<file path="src/rtl/freq_div_pkg.sv">
// freq_div_pkg
// Shared constants and helpers for the programmable clock-enable divider.
//   MIN_DIV   : smallest divisor the divider will ever run with; smaller
//               requests are raised to this value when they are loaded.
//   ceil_half : length of the high phase for a divisor n, i.e. ceil(n/2).
//               Even n gives a 50% duty cycle; odd n puts the extra cycle
//               in the high phase.
package freq_div_pkg;

  localparam int unsigned MIN_DIV = 2;

  function automatic int unsigned ceil_half(input int unsigned n);
    return n - (n >> 1);
  endfunction

endpackage

</file>
<file path="src/rtl/freq_div_prog.sv">
// freq_div_prog
// Programmable integer clock-enable divider. Produces a divided square wave,
// its complement and a one-cycle strobe in the last cycle of every output
// period. A newly loaded divisor is held back until the current period ends,
// so the output never glitches or truncates a period.
//
// Ports:
//   clk      in   system clock, everything on the rising edge
//   rst      in   synchronous reset, active-high, priority over all else
//   en       in   count enable; low freezes the divider (tick drops)
//   div_in   in   requested divisor N (WIDTH bits)
//   div_load in   one-cycle strobe capturing div_in (accepted regardless of en)
//   q        out  divided clock, registered
//   nclk     out  complement of q, registered on the same edge
//   tick     out  one-cycle pulse in the last cycle of each period
//   pending  out  a loaded divisor is waiting for the next period boundary
module freq_div_prog
  import freq_div_pkg::*;
#(
  parameter int WIDTH       = 8,
  parameter int DEFAULT_DIV = 4
) (
  input  logic             clk,
  input  logic             rst,
  input  logic             en,
  input  logic [WIDTH-1:0] div_in,
  input  logic             div_load,
  output logic             q,
  output logic             nclk,
  output logic             tick,
  output logic             pending
);

  localparam logic [WIDTH-1:0] ONE   = WIDTH'(1);
  localparam logic [WIDTH-1:0] MIN_N = WIDTH'(MIN_DIV);
  localparam logic [WIDTH-1:0] DEF_N = WIDTH'(DEFAULT_DIV);

  logic [WIDTH-1:0] cnt;
  logic [WIDTH-1:0] n_act;
  logic [WIDTH-1:0] n_pend;

  logic             wrap;
  logic [WIDTH-1:0] cnt_next;
  logic [WIDTH-1:0] n_act_next;
  logic [WIDTH-1:0] n_pend_next;
  logic             pending_next;
  logic [WIDTH-1:0] h_next;
  logic             q_next;
  logic             tick_next;

  // Next-state logic. A wrap is only meaningful on an enabled edge; on that
  // edge a waiting divisor is promoted so it governs the period that starts
  // at cnt=0 right away. The load is evaluated after the promotion so a
  // strobe on the wrap edge is kept for the following boundary instead of
  // being lost or applied early.
  always_comb begin
    wrap         = en && (cnt == n_act - ONE);
    cnt_next     = wrap ? '0 : cnt + ONE;
    n_act_next   = (wrap && pending) ? n_pend : n_act;
    n_pend_next  = n_pend;
    pending_next = pending;

    if (wrap && pending) begin
      pending_next = 1'b0;
    end

    if (div_load) begin
      n_pend_next  = (div_in < MIN_N) ? MIN_N : div_in;
      pending_next = 1'b1;
    end

    // Output decisions look at the counter value and divisor that will be
    // live after this edge, which is what keeps q/tick fully registered.
    h_next    = WIDTH'(ceil_half(32'(n_act_next)));
    q_next    = (cnt_next < h_next);
    tick_next = (cnt_next == n_act_next - ONE);
  end

  // State register. Reset parks the counter on the last count of a period
  // so the first enabled edge starts a fresh period with q high. With en
  // low everything holds except tick, which is forced low so it can never
  // stretch beyond one cycle; loads are still captured.
  always_ff @(posedge clk) begin
    if (rst) begin
      cnt     <= DEF_N - ONE;
      n_act   <= DEF_N;
      n_pend  <= '0;
      pending <= 1'b0;
      q       <= 1'b0;
      nclk    <= 1'b1;
      tick    <= 1'b0;
    end else begin
      n_pend  <= n_pend_next;
      pending <= pending_next;
      if (en) begin
        cnt   <= cnt_next;
        n_act <= n_act_next;
        q     <= q_next;
        nclk  <= ~q_next;
        tick  <= tick_next;
      end else begin
        tick  <= 1'b0;
      end
    end
  end

endmodule

</file>
<file path="config.mk">
export PLATFORM = sky130hd
export DESIGN_NAME = freq_div_prog
export DESIGN_NICKNAME = d
export VERILOG_FILES = /design/src/rtl/freq_div_pkg.sv /design/src/rtl/freq_div_prog.sv
export SDC_FILE = /design/constraint.sdc
export NUM_CORES = 1
export LEC_CHECK = 0
export ABC_CLOCK_PERIOD_IN_PS = 15350
export BUFFER_PORTS_ARGS = -buffer_cell sky130_fd_sc_hd__buf_2
export CORE_UTILIZATION = 65
export DETAILED_ROUTE_END_ITERATION = 10
export PLACE_DENSITY = 0.84
export RECOVER_POWER = 50
export SYNTH_ARGS = -nofsm -noshare
export SYNTH_HDL_FRONTEND = slang
export SYNTH_SLANG_ARGS = --single-unit
</file>
<file path="constraint.sdc">
create_clock -name clk -period 15.35 [get_ports clk]
set_clock_uncertainty 0.2 [all_clocks]
set_input_delay 3.07 -clock clk [delete_from_list [all_inputs] [get_ports clk]]
set_output_delay 3.07 -clock clk [all_outputs]
set_load 0.01 [all_outputs]
</file>
**After elaboration in Yosys (flattened, before gate mapping)**

Index checks and enable logic that the tools add are counted.

- Bits in registers: 28
- Word-level logic and storage cells: 26

- Add/subtract/negate cells: 4
- $lt $le $gt $ge: 2
- Equal/unequal tests: 2
- Mux-type cells: 5
- Bitwise gates (word level): 2
- Reductions and logical operators: 4

Operator list:

| cell | number |
|---|---|
| $mux W8 | 3 |
| $eq A8 B8 Y1 | 2 |
| $sub A8 B1 Y8 const B | 2 |
| $add A8 B1 Y8 const B | 1 |
| $lt A8 B2 Y1 const B | 1 |
| $lt A8 B8 Y1 | 1 |
| $sub A8 B7 Y8 | 1 |
| $logic_and A1 B1 Y1 | 2 |
| $mux W1 | 2 |
| $not A1 Y1 | 2 |
| $reduce_bool A2 Y1 | 1 |
| $reduce_or A2 Y1 | 1 |

**Longest topological paths before layout**

Gate-level depths: netlist (run 1).

- Depth after elaboration: 8
- Gate-level depth with buffers: 26
- Mapped depth without buffers: 23

**Worst setup path before layout (run 1)**

No wires, ideal clock.

- Path kind: input -> register
- Start point: input port en
- End point: register nclk
- Setup time: 0.115 ns
- Arrival time: 7.144 ns
- Data required time: 15.035 ns
- Path slack: 7.891 ns
- Cell stages on the path: 21
- Path buffers: 1
- Cell sequence: inv_1 > nor2_1 > o2111ai_4 > a21oi_1 > nand3_1 > buf_2 > mux2i_1 > inv_1 > ha_1 > fa_1 > maj3_1 > o31ai_1 > a31o_2 > a21oi_1 > o22ai_1 > xnor2_1 > ha_1 > a21o_1 > a211oi_1 > o21ai_0 > o21a_1

- Longest elaborated chain between the ends: 6
- Elaborated cells on any way between the ends: 7

Ends and longest elaborated chain:

| what | RTL line | source |
|---|---|---|
| start: declaration | freq_div_prog.sv:25 | `input logic en,` |
| $logic_and A1 B1 Y1 | freq_div_prog.sv:57 | `wrap = en && (cnt == n_act - ONE);` |
| $logic_and A1 B1 Y1 | freq_div_prog.sv:59 | `n_act_next = (wrap && pending) ? n_pend : n_act;` |
| $mux W8 | freq_div_prog.sv:59 |  |
| via n_act_next[1] | freq_div_prog.sv:44 | `logic [WIDTH-1:0] n_act_next;` |
| $sub A8 B7 Y8 | freq_div_pkg.sv:13 | `return n - (n >> 1);` |
| $lt A8 B8 Y1 | freq_div_prog.sv:75 | `q_next = (cnt_next < h_next);` |
| $not A1 Y1 | freq_div_prog.sv:99 | `nclk <= ~q_next;` |
| end signal: assignment | freq_div_prog.sv:99 |  |
| end: declaration | freq_div_prog.sv:29 | `output logic nclk,` |

The timed path passes the listed nets, and every way through them passes these cells.
A chain may end at the register's enable or synchronous reset.

**Worst setup path in the final report (run 1)**

Same ends and word-level chain as after synthesis.

==> results of run 1 <==
## final timing paths
check / startpoint / end / slack [ns]
max: en / nclk$_SDFFE_PP1P_ / 6.17
min reg2reg: n_pend[7]$_SDFFE_PP0P_ / n_pend[7]$_SDFFE_PP0P_ / 0.31
min: n_pend[7]$_SDFFE_PP0P_ / n_pend[7]$_SDFFE_PP0P_ / 0.31
max reg2reg: n_act[0]$_SDFFE_PP0P_ / nclk$_SDFFE_PP1P_ / 8.39
## where the power goes
part	switching [mW]	internal [mW]	leakage [nW]
Clock	0.0254	0.0350	0.0357
Sequential	0.00708	0.0776	0.229
Combinational	0.0462	0.0333	0.876
Total	0.0787	0.146	1.14
## flip-flops by register name, indices dropped and copies added, names as in the netlist
name / count
pending: 1
tick: 1
n_act: 8
n_pend: 8
q: 1
cnt: 8
nclk: 1
## Yosys cell counts (3+ instances only)
library cell	count	area [um^2]
o31ai_1	4	30.0
ha_1	18	225
buf_2	5	25.0
nand3b_1	5	37.5
nand4_1	8	50.1
o21ai_0	12	60.1
a21oi_1	13	65.1
nand2_1	12	45.0
nand3_1	12	60.1
nor2b_1	6	37.5
a211oi_1	4	30.0
maj3_1	4	40.0
and2_1	6	37.5
dfxtp_1	28	561
a21boi_0	3	22.5
o22ai_1	8	50.1
buf_6	3	33.8
nor3_1	4	20.0
a22oi_1	4	30.0
clkbuf_1	8	30.0
xnor2_1	20	175
mux2i_1	13	130
xor2_1	9	78.8
and3_1	4	25.0
o21a_1	3	22.5
nor2_1	46	173
inv_1	16	60.1
## logic make-up (layout without fill, tap and decap cells)
| group | after synthesis | after routing | share of synthesized area, % |
|---|---|---|---|
| DFF | 28 | 28 | 21.6 |
| adders and majority gates | 23 | 23 | 11.0 |
| and+or+nand+nor | 120 | 120 | 24.0 |
| buffers and inverters | 36 | 36 | 6.75 |
| muxes | 13 | 13 | 5.01 |
| AOI/OAI and AO/OA | 76 | 76 | 21.8 |
| xor gates and xnor gates | 29 | 29 | 9.79 |
## metal layers
layer | global-route usage, % | share of wire [%]
met1 | 42.0 | 42
met2 | 55.2 | 45
met3 | 5.03 | 7.3
met4 | 19.8 | 5.3
met5 | 0 | 0
## per-stage QoR
stage                     hold slack (ns)  utilization (%)  setup slack, ns
final                               0.308             71.2             6.17
after global routing                0.348             71.2             5.70
after CTS                           0.314             72.0             6.61
after detailed placement            0.290             70.1             6.38
after global placement              0.276             70.1             6.58
after floorplan                     0.253                -             7.89
## worst min-delay path: stages (launching register included)
cell     delay [ns]
dfxtp_1        0.34
mux2i_1        0.07
nor2_1         0.07
## final cells by class
| type | count | area, um^2 |
|---|---|---|
| inverter | 16 | 60.1 |
| tap | 48 | 60.1 |
| clock inverter | 1 | 30.0 |
| clock buffer | 3 | 41.3 |
| timing repair buffer | 16 | 73.8 |
| sequential | 28 | 561 |
| multi-input combinational | 261 | 1840 |
| fill | 313 | 1080 |
==> impl_metrics.csv, run 1 <==
group,metric,value,unit
cts,tritoncts,"done",
setup_path,cp.required,15.34,ns
cts,cts_buffer_depth,2,
synth,synth_area_per_cell,7.98,um^2
placement,io_buffers,15,
synth,synth-seq-cells,28,
run,drv_cap,0,
synth,synth-main-ff-cell,"dfxtp_1",
placement,gp_congestion,1.03,
cts,clk_latency,0.29,ns
setup_path,worstPathArrival,9.16,ns
floorplanning,core,3740,um^2
finish,nNetsFinal,357,
cts,path_clk_slew,0.09,ns
setup_path,crit_path_start_kind,"input port",
sta,worst_pin_slew,1.30,ns
finish,drive_above_1_share,7.69,%
setup_path,cp.depth,21,
power_and_ir_drop,total_power,225,uW
setup_path,max_stage_delay,0.72,ns
detailed_routing,routedWlPerCell,17.6,um
grt,grt_pass1_wl,11000,um
sta,min_period_over_period,59.8,%
synth,synth_nets,356,
floorplanning,io_pins,16,
finish,layout_commonest_cell,"nor2_1",
finish,design_area,2670,um^2
setup_path,rr_worst_depth,22,
detailed_routing,drtPass1Iterations,5,
cts,cts.sink_count,28,
setup_path,cpMaxStageDelayCell,"a21oi_1",
sta,fin_tns_setup,0,ns
setup_path,crit_type,"input port to register",
finish,diodes,0,
synth,syn_area,2590,um^2
grt,antenna_found_initial,0,
detailed_routing,drt_iter0_markers,225,
cts,cts_resized,0,
synth,syn_inst,325,
sta,hold_viol_final,0,
synth,yosysUniqueCellTypes,68,
detailed_routing,vias,2453,
power_and_ir_drop,powerDensity,84.3,nW/um^2
cts,cts-root-buf,"clkbuf_8",
run_status,status,"completed",
sta,slew_violations,0,
synth,yosysWarnings,0,
floorplanning,start_util,69.3,%
grt,grt_pass1_vias,2416,
sta,max_clock_freq,109,MHz
detailed_routing,ant_nets,0,
floorplanning,die_h,65.2,um
placement,place_area,2620,um^2
floorplanning,die_area,4250,um^2
setup_path,path_buf_inv,3,
finish,finalNonFillerCells,373,
setup_path,critPathMaxFanout,14,
cts,htreeDepth,1,
grt,overflow,0,
cts,cts_hold_buf,0,
sta,rsz0062_at_grt,"false",
power_and_ir_drop,leakagePower,1.14,nW
setup_path,path_delay_family,"compound AO/OA/AOI/OAI gates",
grt,grt_max_degree,30,
floorplanning,rows,22,
detailed_routing,avgViaCountPerCell,6.58,
cts,numCtsBuffers,3,
power_and_ir_drop,irDropWorstVdd,0.0398,mV
setup_path,cp_cell_sequence,"clkbuf_1 -> inv_1 -> nor2_1 -> o2111ai_1 -> a21oi_1 -> nand3_1 -> mux2i_1 -> inv_1 -> ha_1 -> fa_1 -> maj3_1 -> nand4_1 -> a31o_2 -> a21oi_1 -> o22ai_1 -> xnor2_1 -> ha_1 -> a21o_1 -> a211oi_1 -> o21ai_0 -> o21a_1",
detailed_routing,drc,0,
setup_path,end_kind,"register",
synth,synth_edf_count,0,
hold_path,min_path_type,"register to register",
floorplanning,fp.dieW,65.2,um
sta,period_minus_slack,9.18,ns
placement,dp_hpwl,4770,um
synth,async_flop_share,0,%
detailed_routing,totalWireLength,6550,um
sta,relSlewSlack,13.5,%
finish,final_cell_mix,"nor2_1, dfxtp_1, xnor2_1",
finish,syn_to_final_growth,2.75,%
hold_path,min_path_cells,2,
placement,dp.cells,369,
cts,cts_setup_buffers,0,
sta,finalSetupViolCount,0,
synth,ys_seq_area_share,21.6,%
grt,grt_usage,33.8,%
Note: power is estimated with default switching activity, not from simulation.
==> inputs of run 2 (changes only) <==
Settings changed: ABC_AREA set to 1, ABC_CLOCK_PERIOD_IN_PS 15350 to 8600, CORE_UTILIZATION 65 to 61, PLACE_DENSITY 0.84 to 0.8.
Clock period 15.35 ns to 8.6 ns, I/O delays scaled along.
==> run 2 against run 1 <==
  * Cell count grew 14%
  * Global-route usage is 3.6 points lower
  * Core utilization fell by 3.6 points
  * Non-clock buffer count down 1
  * Routed wire length fell by 17%
  * Die area down 4.8%
  * Critical path depth grew 6
  * Register-to-register slack got worse by 4.9 ns
  * First-iteration DRC count down 12%
  * Synthesized cell count is 13% higher
  * Sequential share of layout area up 1.6 points
  * Critical path type unchanged
  * Critical endpoint unchanged
==> impl_metrics.csv, run 2 <==
group,metric,value,unit
finish,final_cell_mix,"nand2_1, inv_1, nor2_1",
grt,top_usage_layer,"met2",
grt,met1_usage,39.5,%
power_and_ir_drop,powerDensity,163,nW/um^2
synth,yosysWarnings,0,
grt,grt_pass1_vias,2198,
setup_path,r2r-end,"nclk$_SDFFE_PP1P_",
sta,relSlewSlack,48.6,%
cts,cts_hold_buf,0,
synth,syn_area,2320,um^2
sta,fin_tns_setup,0,ns
placement,io_buffers,15,
sta,hold_viol_final,0,
synth,yosysUniqueCellTypes,30,
placement,dp_hpwl,4300,um
finish,multi_input_area,1510,um^2
detailed_routing,drtPass1Iterations,5,
grt,antenna_found_initial,0,
setup_path,worstPathArrival,6.10,ns
finish,diodes,0,
sta,min_period_over_period,71.1,%
placement,dp.cells,423,
hold_path,min_path_cells,2,
setup_path,end_kind,"register",
cts,htreeDepth,1,
synth,ys_seq_area_share,24.2,%
power_and_ir_drop,irDropWorstVdd,0.105,mV
detailed_routing,avgViaCountPerCell,5.47,
grt,grt_pass1_wl,9650,um
floorplanning,start_util,63.3,%
setup_path,crit_path_start_kind,"input port",
setup_path,cpMaxStageDelayCell,"clkbuf_1",
finish,regArea,561,um^2
sta,slew_violations,0,
setup_path,crit_top_cell,"nand2_1",
hold_path,min_to,"nclk$_SDFFE_PP1P_",
cts,tritoncts,"done",
run_status,status,"completed",
synth,synth-main-ff-cell,"dfxtp_1",
finish,nNetsFinal,411,
synth,yosysMostFrequentCell,"nand2_1",
sta,rsz0062_at_grt,"false",
synth,synth_common_cells,"nand2_1, inv_1, nor2_1, nand3_1, dfxtp_1",
finish,layout_commonest_cell,"nand2_1",
synth,yosysTopAreaCellShare,24.2,%
setup_path,cp.required,8.59,ns
detailed_routing,totalWireLength,5420,um
floorplanning,io_pins,16,
grt,grtUsageMet3,4.53,%
grt,grtUsageMet2,51.2,%
sta,period_minus_slack,6.12,ns
synth,synth_edf_count,0,
placement,place_area,2420,um^2
synth,syn_inst,366,
finish,syn_to_final_growth,6.86,%
detailed_routing,drc,0,
placement,gp_congestion,0.926,
setup_path,r2r_slack,3.52,ns
sta,whs,0.281,ns
floorplanning,rows,22,
cts,cts.sink_count,28,
sta,worst_pin_slew,0.763,ns
run,drv_cap,0,
synth,synthTopCellsByArea,"dfxtp_1, nand2_1, ha_1",
cts,cts_buffer_depth,2,
floorplanning,die_h,63.6,um
setup_path,crit_type,"input port to register",
finish,top_regs,"cnt (8), n_act (8), n_pend (8)",
power_and_ir_drop,total_power,404,uW
setup_path,max_stage_delay,0.47,ns
cts,cts-root-buf,"clkbuf_8",
detailed_routing,routedWlPerCell,12.7,um
grt,overflow,0,
cts,cts_resized,0,
floorplanning,fp.dieW,63.6,um
cts,cts_setup_buffers,0,
cts,path_clk_slew,0.10,ns
finish,utilization,67.6,%
cts,clk_latency,0.28,ns
hold_path,hold_start,"nclk$_SDFFE_PP1P_",
synth,synth_top_area_cell,"dfxtp_1",
finish,finalNonFillerCells,427,
setup_path,critPathMaxFanout,17,
synth,async_flop_share,0,%
grt,grt_usage,30.2,%
detailed_routing,drt_iter0_markers,198,
sta,finalSetupViolCount,0,
synth,synth-seq-cells,28,
detailed_routing,vias,2337,
floorplanning,die_area,4050,um^2
power_and_ir_drop,leakagePower,1.32,nW
synth,synth_area_per_cell,6.33,um^2
finish,drive_above_1_share,7.92,%
hold_path,min_path_type,"register to register",
sta,layout_setup_ws,2.48,ns
sta,max_clock_freq,164,MHz
detailed_routing,ant_nets,0,
synth,synth_nets,397,
grt,grt_max_degree,18,
floorplanning,core,3660,um^2
finish,design_area,2470,um^2
cts,numCtsBuffers,3,
setup_path,r2r_start,"n_act[0]$_SDFFE_PP0P_",
finish,n_fill_cell,348,
setup_path,rr_worst_depth,29,
placement,dp_slack,2.69,ns
run 2: changes by cell type after synthesis, moves of 6 or more:
cell / change
xnor2_1: -18
nand3_1: +22
a21oi_1: +6
nand2_1: +75
mux2i_1: -13
o21ai_0: +9
o22ai_1: -8
and2_1: -6
inv_1: +39
nor2b_1: -6
run 2: kinds of logic after synthesis:
group | Yosys count | share of synthesized area (%)
AND/OR/NAND/NOR | 196 | 37.7
flip-flops | 28 | 24.2
XOR/XNOR | 13 | 4.92
adder cells (fa/ha/maj) | 19 | 10.6
buffers and inverters | 61 | 10.3
AO/OA/AOI/OAI | 49 | 12.4
run 2: how the worst max path moves through the flow:
stage,start,to,depth (start not counted)
after floorplan,en,nclk$_SDFFE_PP1P_,28
after global placement,en,nclk$_SDFFE_PP1P_,27
after detailed placement,en,nclk$_SDFFE_PP1P_,27
after CTS,en,nclk$_SDFFE_PP1P_,27
after global routing,en,nclk$_SDFFE_PP1P_,27
final,en,nclk$_SDFFE_PP1P_,27
run 2: routing by layer:
layer,vias up,share of wire (%)
met5,-,0
met4,0,1.3
met3,8,5.8
met2,54,46
met1,1070,47
li1,1205,-
run 2: final cells by class:
class	count	share of cell area (%)
Inverter	55	8.34
Sequential cell	28	22.6
Clock inverter	1	1.21
Timing Repair Buffer	15	2.68
Clock buffer	3	1.67
Tap cell	48	2.43
Multi-Input combinational cell	277	61.0
run 2: worst max-delay path: cells and delay by family:
| family | cells | cell delay, ns |
|---|---|---|
| and+or+nand+nor | 18 | 2.17 |
| buffers and inverters | 2 | 0.64 |
| adders and majority gates | 2 | 0.55 |
| AOI/OAI and AO/OA | 5 | 1.03 |
run 2: where the power goes:
group	internal (mW)	switching (mW)	total, mW
clock	0.0624	0.0436	0.106
sequential	0.139	0.00942	0.148
combinational	0.0575	0.0923	0.150
